==> src/rtl/btb_predictor_if.sv <==
// Bus between the fetch/execute pipeline and the branch target buffer.
// The pipeline side (master) drives the fetch PC and the resolved outcome.
// The predictor side (slave) returns the prediction, the redirect and the statistics.
interface btb_predictor_if #(
    parameter int CNT_W = 16
);
    // IF-stage lookup
    logic [31:0]      IF_PC;
    logic             Pred_Hit;
    logic             Pred_Taken;
    logic [31:0]      Pred_Target;
    logic [31:0]      PC_Next_IF;

    // EX-stage resolution
    logic             EX_Valid;
    logic [31:0]      EX_PC;
    logic             EX_Taken;
    logic [31:0]      EX_Target;
    logic             EX_PredTaken;
    logic [31:0]      EX_PredTarget;
    logic             Redirect;
    logic [31:0]      Redirect_PC;

    // Performance counters
    logic [CNT_W-1:0] Stat_Lookups;
    logic [CNT_W-1:0] Stat_Mispredicts;

    modport master (
        output IF_PC,
        output EX_Valid, EX_PC, EX_Taken, EX_Target, EX_PredTaken, EX_PredTarget,
        input  Pred_Hit, Pred_Taken, Pred_Target, PC_Next_IF,
        input  Redirect, Redirect_PC,
        input  Stat_Lookups, Stat_Mispredicts
    );

    modport slave (
        input  IF_PC,
        input  EX_Valid, EX_PC, EX_Taken, EX_Target, EX_PredTaken, EX_PredTarget,
        output Pred_Hit, Pred_Taken, Pred_Target, PC_Next_IF,
        output Redirect, Redirect_PC,
        output Stat_Lookups, Stat_Mispredicts
    );
endinterface

==> src/rtl/btb_predictor.sv <==
// Fully-associative branch target buffer with 2-bit saturating direction
// counters, true-LRU replacement, mispredict redirect and saturating
// performance counters. The fetch lookup is zero-latency; updates from the
// resolved EX outcome land on the next rising clock edge.
module btb_predictor #(
    parameter int ENTRIES = 8,
    parameter int AGE_W   = 3,
    parameter int CNT_W   = 16
) (
    input  logic           CLK,
    input  logic           RST,
    btb_predictor_if.slave bus
);

    localparam logic [AGE_W-1:0] AGE_MAX  = AGE_W'(ENTRIES - 1);
    localparam logic [CNT_W-1:0] STAT_MAX = '1;

    // 2-bit direction counter, saturating at strongly-taken
    function automatic logic [1:0] ctr_inc_sat(input logic [1:0] c);
        return (c == 2'b11) ? c : c + 2'd1;
    endfunction

    // 2-bit direction counter, saturating at strongly-not-taken
    function automatic logic [1:0] ctr_dec_sat(input logic [1:0] c);
        return (c == 2'b00) ? c : c - 2'd1;
    endfunction

    // Statistics counter that sticks at all-ones instead of wrapping
    function automatic logic [CNT_W-1:0] stat_inc_sat(input logic [CNT_W-1:0] c,
                                                      input logic             en);
        return (en && (c != STAT_MAX)) ? c + CNT_W'(1) : c;
    endfunction

    // Table state
    logic             valid_q  [ENTRIES];
    logic             valid_d  [ENTRIES];
    logic [29:0]      tag_q    [ENTRIES];
    logic [29:0]      tag_d    [ENTRIES];
    logic [31:0]      target_q [ENTRIES];
    logic [31:0]      target_d [ENTRIES];
    logic [1:0]       ctr_q    [ENTRIES];
    logic [1:0]       ctr_d    [ENTRIES];
    logic [AGE_W-1:0] age_q    [ENTRIES];
    logic [AGE_W-1:0] age_d    [ENTRIES];

    logic [CNT_W-1:0] lookups_q, lookups_d;
    logic [CNT_W-1:0] mispred_q, mispred_d;

    // Fetch-side lookup results
    logic             lk_hit;
    logic             lk_ctr_msb;
    logic [31:0]      lk_target;

    // Execute-side match and replacement choice
    logic             ex_hit;
    logic [AGE_W-1:0] ex_idx;
    logic             inv_found;
    logic [AGE_W-1:0] victim_idx;
    logic             touch_en;
    logic [AGE_W-1:0] touch_idx;
    logic [AGE_W-1:0] touch_age;

    logic             redirect_w;

    // Fetch lookup: tags are unique, so at most one entry drives the result
    always_comb begin
        lk_hit     = 1'b0;
        lk_ctr_msb = 1'b0;
        lk_target  = '0;
        for (int i = 0; i < ENTRIES; i++) begin
            if (valid_q[i] && (tag_q[i] == bus.IF_PC[31:2])) begin
                lk_hit     = 1'b1;
                lk_ctr_msb = ctr_q[i][1];
                lk_target  = target_q[i];
            end
        end
    end

    // Execute match: independent of the fetch port so both can hit different entries
    always_comb begin
        ex_hit = 1'b0;
        ex_idx = '0;
        for (int i = 0; i < ENTRIES; i++) begin
            if (valid_q[i] && (tag_q[i] == bus.EX_PC[31:2])) begin
                ex_hit = 1'b1;
                ex_idx = AGE_W'(i);
            end
        end
    end

    // Victim selection: fill empty slots lowest-first, otherwise evict the oldest entry
    always_comb begin
        inv_found  = 1'b0;
        victim_idx = '0;
        for (int i = 0; i < ENTRIES; i++) begin
            if (!valid_q[i] && !inv_found) begin
                inv_found  = 1'b1;
                victim_idx = AGE_W'(i);
            end
        end
        if (!inv_found) begin
            for (int i = 0; i < ENTRIES; i++) begin
                if (age_q[i] == AGE_MAX) begin
                    victim_idx = AGE_W'(i);
                end
            end
        end
    end

    // Next table state: counter/target update or allocation, then the LRU touch
    always_comb begin
        for (int i = 0; i < ENTRIES; i++) begin
            valid_d[i]  = valid_q[i];
            tag_d[i]    = tag_q[i];
            target_d[i] = target_q[i];
            ctr_d[i]    = ctr_q[i];
            age_d[i]    = age_q[i];
        end
        touch_en  = 1'b0;
        touch_idx = ex_idx;

        if (bus.EX_Valid) begin
            if (ex_hit) begin
                touch_en = 1'b1;
                if (bus.EX_Taken) begin
                    ctr_d[ex_idx]    = ctr_inc_sat(ctr_q[ex_idx]);
                    // Always refresh the target so indirect jumps follow their latest destination
                    target_d[ex_idx] = bus.EX_Target;
                end else begin
                    ctr_d[ex_idx]    = ctr_dec_sat(ctr_q[ex_idx]);
                end
            end else if (bus.EX_Taken) begin
                touch_en              = 1'b1;
                touch_idx             = victim_idx;
                valid_d[victim_idx]   = 1'b1;
                tag_d[victim_idx]     = bus.EX_PC[31:2];
                target_d[victim_idx]  = bus.EX_Target;
                ctr_d[victim_idx]     = 2'b10;
            end
        end

        touch_age = age_q[touch_idx];
        if (touch_en) begin
            // Move the touched entry to MRU; only entries younger than it age by one
            for (int i = 0; i < ENTRIES; i++) begin
                if (AGE_W'(i) == touch_idx) begin
                    age_d[i] = '0;
                end else if (age_q[i] < touch_age) begin
                    age_d[i] = age_q[i] + AGE_W'(1);
                end
            end
        end
    end

    // Mispredict: wrong direction, or right direction with a stale target
    assign redirect_w = bus.EX_Valid &
                        ((bus.EX_Taken != bus.EX_PredTaken) |
                         (bus.EX_Taken & bus.EX_PredTaken &
                          (bus.EX_Target != bus.EX_PredTarget)));

    assign lookups_d = stat_inc_sat(lookups_q, bus.EX_Valid);
    assign mispred_d = stat_inc_sat(mispred_q, redirect_w & ~RST);

    // Table and statistics registers; reset restores the identity age permutation
    always_ff @(posedge CLK or posedge RST) begin
        if (RST) begin
            for (int i = 0; i < ENTRIES; i++) begin
                valid_q[i]  <= 1'b0;
                tag_q[i]    <= '0;
                target_q[i] <= '0;
                ctr_q[i]    <= '0;
                age_q[i]    <= AGE_W'(i);
            end
            lookups_q <= '0;
            mispred_q <= '0;
        end else begin
            for (int i = 0; i < ENTRIES; i++) begin
                valid_q[i]  <= valid_d[i];
                tag_q[i]    <= tag_d[i];
                target_q[i] <= target_d[i];
                ctr_q[i]    <= ctr_d[i];
                age_q[i]    <= age_d[i];
            end
            lookups_q <= lookups_d;
            mispred_q <= mispred_d;
        end
    end

    // Outputs are forced quiet while reset is held so no stale prediction escapes
    assign bus.Pred_Hit         = lk_hit & ~RST;
    assign bus.Pred_Taken       = lk_hit & lk_ctr_msb & ~RST;
    assign bus.Pred_Target      = lk_target & {32{lk_hit & ~RST}};
    assign bus.PC_Next_IF       = bus.Pred_Taken ? bus.Pred_Target : bus.IF_PC + 32'd4;
    assign bus.Redirect         = redirect_w & ~RST;
    assign bus.Redirect_PC      = bus.EX_Taken ? bus.EX_Target : bus.EX_PC + 32'd4;
    assign bus.Stat_Lookups     = lookups_q;
    assign bus.Stat_Mispredicts = mispred_q;

endmodule

==> src/flat_wrapper.sv <==
// flat-port wrapper written by rule: the top's interface ports become plain ports
module btb_predictor_flat 
#(
    parameter int ENTRIES = 8,
    parameter int AGE_W   = 3,
    parameter int CNT_W   = 16
)
  (CLK, RST, bus_IF_PC, bus_EX_Valid, bus_EX_PC, bus_EX_Taken, bus_EX_Target, bus_EX_PredTaken, bus_EX_PredTarget, bus_Pred_Hit, bus_Pred_Taken, bus_Pred_Target, bus_PC_Next_IF, bus_Redirect, bus_Redirect_PC, bus_Stat_Lookups, bus_Stat_Mispredicts);
  btb_predictor_if #(.CNT_W(CNT_W)) bus_i ();
  input  logic CLK;
  input  logic RST;
  input wire logic [$bits(bus_i.IF_PC)-1:0] bus_IF_PC;
  input wire logic [$bits(bus_i.EX_Valid)-1:0] bus_EX_Valid;
  input wire logic [$bits(bus_i.EX_PC)-1:0] bus_EX_PC;
  input wire logic [$bits(bus_i.EX_Taken)-1:0] bus_EX_Taken;
  input wire logic [$bits(bus_i.EX_Target)-1:0] bus_EX_Target;
  input wire logic [$bits(bus_i.EX_PredTaken)-1:0] bus_EX_PredTaken;
  input wire logic [$bits(bus_i.EX_PredTarget)-1:0] bus_EX_PredTarget;
  output wire logic [$bits(bus_i.Pred_Hit)-1:0] bus_Pred_Hit;
  output wire logic [$bits(bus_i.Pred_Taken)-1:0] bus_Pred_Taken;
  output wire logic [$bits(bus_i.Pred_Target)-1:0] bus_Pred_Target;
  output wire logic [$bits(bus_i.PC_Next_IF)-1:0] bus_PC_Next_IF;
  output wire logic [$bits(bus_i.Redirect)-1:0] bus_Redirect;
  output wire logic [$bits(bus_i.Redirect_PC)-1:0] bus_Redirect_PC;
  output wire logic [$bits(bus_i.Stat_Lookups)-1:0] bus_Stat_Lookups;
  output wire logic [$bits(bus_i.Stat_Mispredicts)-1:0] bus_Stat_Mispredicts;
  assign bus_i.IF_PC = bus_IF_PC;
  assign bus_i.EX_Valid = bus_EX_Valid;
  assign bus_i.EX_PC = bus_EX_PC;
  assign bus_i.EX_Taken = bus_EX_Taken;
  assign bus_i.EX_Target = bus_EX_Target;
  assign bus_i.EX_PredTaken = bus_EX_PredTaken;
  assign bus_i.EX_PredTarget = bus_EX_PredTarget;
  assign bus_Pred_Hit = bus_i.Pred_Hit;
  assign bus_Pred_Taken = bus_i.Pred_Taken;
  assign bus_Pred_Target = bus_i.Pred_Target;
  assign bus_PC_Next_IF = bus_i.PC_Next_IF;
  assign bus_Redirect = bus_i.Redirect;
  assign bus_Redirect_PC = bus_i.Redirect_PC;
  assign bus_Stat_Lookups = bus_i.Stat_Lookups;
  assign bus_Stat_Mispredicts = bus_i.Stat_Mispredicts;
  btb_predictor #(.ENTRIES(ENTRIES), .AGE_W(AGE_W), .CNT_W(CNT_W)) u_core (.CLK(CLK), .RST(RST), .bus(bus_i));
endmodule
==> config.mk <==
export PLATFORM = sky130hd
export DESIGN_NAME = btb_predictor_flat
export DESIGN_NICKNAME = d
export VERILOG_FILES = /design/src/rtl/btb_predictor_if.sv /design/src/rtl/btb_predictor.sv /design/src/flat_wrapper.sv
export SDC_FILE = /design/constraint.sdc
export NUM_CORES = 2
export LEC_CHECK = 0
export ABC_AREA = 0
export BUFFER_PORTS_ARGS = -buffer_cell sky130_fd_sc_hd__buf_2
export CAP_MARGIN = 30
export CELL_PAD_IN_SITES_DETAIL_PLACEMENT = 1
export CELL_PAD_IN_SITES_GLOBAL_PLACEMENT = 1
export CORE_MARGIN = 5
export CORE_UTILIZATION = 49
export CTS_CLUSTER_DIAMETER = 200
export DETAILED_ROUTE_END_ITERATION = 8
export GPL_TIMING_DRIVEN = 0
export PLACE_DENSITY = 0.83
export RECOVER_POWER = 50
export SYNTH_ARGS = -nofsm -noshare
export SYNTH_HDL_FRONTEND = slang
export SYNTH_SLANG_ARGS = --single-unit
==> constraint.sdc <==
create_clock -name CLK -period 25.8 [get_ports CLK]
set_input_delay 2.58 -clock CLK [delete_from_list [all_inputs] [get_ports CLK]]
set_output_delay 2.58 -clock CLK [all_outputs]
set_load 0.005 [all_outputs]
==> summary.txt <==
Yosys
  – Mapped Area: between 30000 and 40000 sq um
  – Post-synthesis simple-gate area fraction: 0.112
  – Post-synth EDFFs: 0
  – Count of cell types in the netlist: about 80
  – Mux cell area share after synthesis: 0.190
  – Post-synth ARST share: 1.00
  – Dominant synthesized flop cell: dfrtp_1
  – Most common cell in the netlist: dfrtp_1
  – Largest family of logic cells by synthesized area: multiplexers
  – Syn avg cell area: 10.6 sq um
  – Post-synth net total: approximately 3.4k
  – Leading area contributor after synthesis: dfrtp_1
  – Post-Synth Adder-Cell Area: 0.0133
  – Register area share after synthesis: 0.424
  – Synth top area cells: dfrtp_1, mux2_2, xnor2_1
  – Yosys warns: 0
  – Post-Syn Instances: 3204
  – FF+latch count, synth: 576
  – Post-synth top cells: dfrtp_1, mux2_2, xnor2_1
  – Top cell type's share of synthesized area: 0.414
  – Synth Area in XOR/XNOR: 0.155
  – Compound-Gate Fraction of Synth Area: 0.0705

Worst setup path
  – CP arrival: about 14 ns
  – Worst endpoint required time: roughly 25 ns
  – CP endpoint kind: async pin
  – Setup slack on the worst flop-to-flop path: 19.80 ns
  – CP max stage cell: clkbuf_1
  – Crit path max-delay family: buffers and inverters
  – Worst setup SP type: input port
  – Reg-to-reg critical path endpoint: u_core.age_q[3]$_DFFE_PP0P_
  – Worst-path fanout max: 123
  – Max stage delay on crit path: just under 5 ns
  – Buf+Inv Stages, Crit Path: 4
  – CP dominant cell by count: clkbuf_1
  – Reg2reg path depth: 16
  – Critical-path cell list: clkbuf_1 -> clkinvlp_2 -> clkbuf_1 -> clkbuf_1
  – Critical path class: in2async
  – RR Startpoint: u_core.tag_q[14]$_DFFE_PP0P_

Hold path
  – Hold WC Path Type: reg2reg
  – Hold path startpoint: u_core.target_q[228]$_DFFE_PP0P_
  – Hold-critical path depth: 1
  – Hold endpoint: u_core.target_q[228]$_DFFE_PP0P_

CTS
  – CTS buffer count: just under 70
  – Root cell of the clock tree: clkbuf_16
  – CTS tree: yes
  – Clk_lat worst skew: between 0.6 and 0.7 ns
  – Clk slew on worst S/H paths: 0.06 ns
  – Max clock buf depth: 3
  – CTS Sinks: 576
  – CTS H-tree lvls: 3
  – Post-CTS Resized: 0
  – Postcts setup bufs: 0
  – Hold_buf cts: 0

Die
  – Row count: 96
  – Core area: approximately 70000 sq um
  – DIE AREA: around 75000 sq um
  – Chip width: 274 microns
  – Initial Util: 0.496
  – I/O pin cnt: 264
  – Die H: 274 microns

Global route
  – Grt total ovfl: 0
  – Initial antenna violation count: 13
  – Largest net degree at the start of global routing: approximately 130
  – Vias in the first global route: roughly 31k
  – First-pass GRT wire length: between 200000 and 250000 microns
  – GRT Util Overall: 0.386

Finish
  – # fillers: roughly 7.5k
  – Fin nets: 3715
  – Layout cells sized above 1: 0.243
  – Area growth syn-to-layout: 16.6%

Timing
  – Setup WS post-layout: around 11 ns
  – Clk_skew: 0.0503 ns
  – Final Max Tran Viols: 587
  – Worst rel slew slack: -3.43
  – Worst slew pin tran: ~6.6 ns
  – Final hold vios: 0
  – # setup viols final: 0
  – Final period utilization: 0.564
  – Fin crit period: 14.54 ns
  – RSZ-0062 raised after global routing: no
  – Highest achievable clock rate: 68.8 MHz
  – Post-route setup TNS: 0 ns

Placed design
  – DP HPWL: about 110000 microns
  – Worst slack at placement: between 15 and 20 ns
  – Port bufs: 199
  – Placer Congestion: roughly 1

Outcome
  – Outcome: complete, but fails checks
  – Failing checks: capacitance limit, slew limit

Routing
  – 1st-pass router iterations: 8
  – DRC viols: 0
  – Routed wire per std cell: 32.6 microns
  – Vias: approximately 30k
  – Vias/cell: 6.50
  – DRT iter0 DRCs: between 3k and 4k
  – Post-Route WL: 148000 microns
  – Post-route ant nets: 0

Power and ir drop
  – Power Density: ~110 nW/um^2
  – VDD IR-drop max: between 60 and 70 uV
  – Leak: ~0.017 uW

Run
  – Max cap viols: 6
-- metal layers --
metal / vias up / part of all wire / track usage
met2: 1917 / 0.44 / 0.598
met1: 14911 / 0.36 / 0.459
li1: 11974 / - / -
met5: - / 0.00039 / 0
met4: 8 / 0.091 / 0.278
met3: 684 / 0.11 / 0.112
-- worst register-to-register path, delay by kind of cell, from the launching register on --
| family | cells | cell delay (ns) |
|---|---|---|
| AO/OA/AOI/OAI | 6 | 1.91 |
| XOR/XNOR | 1 | 0.25 |
| adder cells (fa/ha/maj) | 1 | 0.26 |
| buffers and inverters | 2 | 0.56 |
| flip-flops | 1 | 0.45 |
| multiplexers | 1 | 0.28 |
| AND/OR/NAND/NOR | 5 | 2.18 |
-- metrics by stage --
| step | std cells | cell area (sq um) | utilization | power [uW] | hold slack [ns] |
|---|---|---|---|---|---|
| floorplan | 3204 | 34100 | - | 2640 | 0.441 |
| detailed placement | 4405 | 37400 | 0.544 | 3100 | 0.469 |
| global route | 4536 | 39700 | 0.578 | 4360 | 0.495 |
| finish | 4540 | 39700 | 0.578 | 4190 | 0.485 |
| global placement | 4334 | 36200 | 0.527 | 2970 | 0.454 |
| CTS | 4525 | 39700 | 0.578 | 4150 | 0.485 |
-- kinds of logic (layout without fill, tap and decap cells) --
group	Yosys count	in the layout
simple gates	745	745
xor+xnor	597	597
mux	585	585
flops	576	576
compound gates	359	359
buf+inv	304	702
fa+ha+maj	38	38
other cells	0	7
-- registers in the layout (all words and copies together) (netlist names) --
name	flops
u_core.tag_q	240
u_core.target_q	256
u_core.age_q	24
u_core.ctr_q	16
u_core.valid_q	8
u_core.bus.Stat_Lookups	16
u_core.bus.Stat_Mispredicts	16
-- worst max path at each step --
stage / startpoint / end / slack [ns] / depth (start not counted)
floorplan: RST / u_core.age_q[10]$_DFFE_PP0P_ / 7.13 / 1
CTS: bus_IF_PC[15] / bus_PC_Next_IF[2] / 15.07 / 16
finish: RST / u_core.tag_q[227]$_DFFE_PP0P_ / 11.26 / 4
global route: RST / u_core.tag_q[227]$_DFFE_PP0P_ / 8.67 / 4
global placement: RST / u_core.tag_q[215]$_DFFE_PP0P_ / 0.04 / 2
detailed placement: bus_IF_PC[15] / bus_PC_Next_IF[2] / 15.22 / 16
-- layout make-up --
cell class	instances	area, sq um	share of cell area
Antenna cell	7	17.5	0.000441
Buffer	243	997	0.0251
Clock buffer	101	2070	0.0522
Clock inverter	19	275	0.00693
Inverter	61	230	0.00580
Multi-Input combinational cell	2324	18400	0.464
Sequential cell	576	14400	0.363
Tap cell	931	1160	0.0293
Timing Repair Buffer	278	2080	0.0524
-- layout by cell type, fill, tap and decap left out, types with 9 or more instances in the layout --
cell / count
clkbuf_16: 73
or2_2: 11
and2_1: 10
o2bb2ai_1: 23
and3_1: 25
mux2_2: 458
a211o_1: 21
a22o_1: 16
ha_1: 29
a211oi_1: 24
mux2i_1: 97
clkbuf_1: 228
nor2_1: 143
clkbuf_8: 14
xor2_1: 191
buf_1: 45
dfstp_2: 12
inv_1: 60
buf_2: 179
a31oi_1: 21
nand4_1: 153
a21oi_1: 80
clkinv_2: 9
nor4_1: 61
a21boi_0: 21
nor3_1: 19
xnor2_1: 401
mux2_1: 30
o21a_1: 18
o21ai_0: 87
nor4b_1: 10
nand2_1: 197
nand3_1: 62
dfrtp_1: 564
buf_8: 55
buf_6: 20
-- power by group --
part	switching, uW	total [uW]	internal (uW)
clock network	412	1030	617
registers	377	1690	1310
logic	745	1470	729
total	1530	4190	2660
No activity file was read; power rests on OpenSTA's default activity.
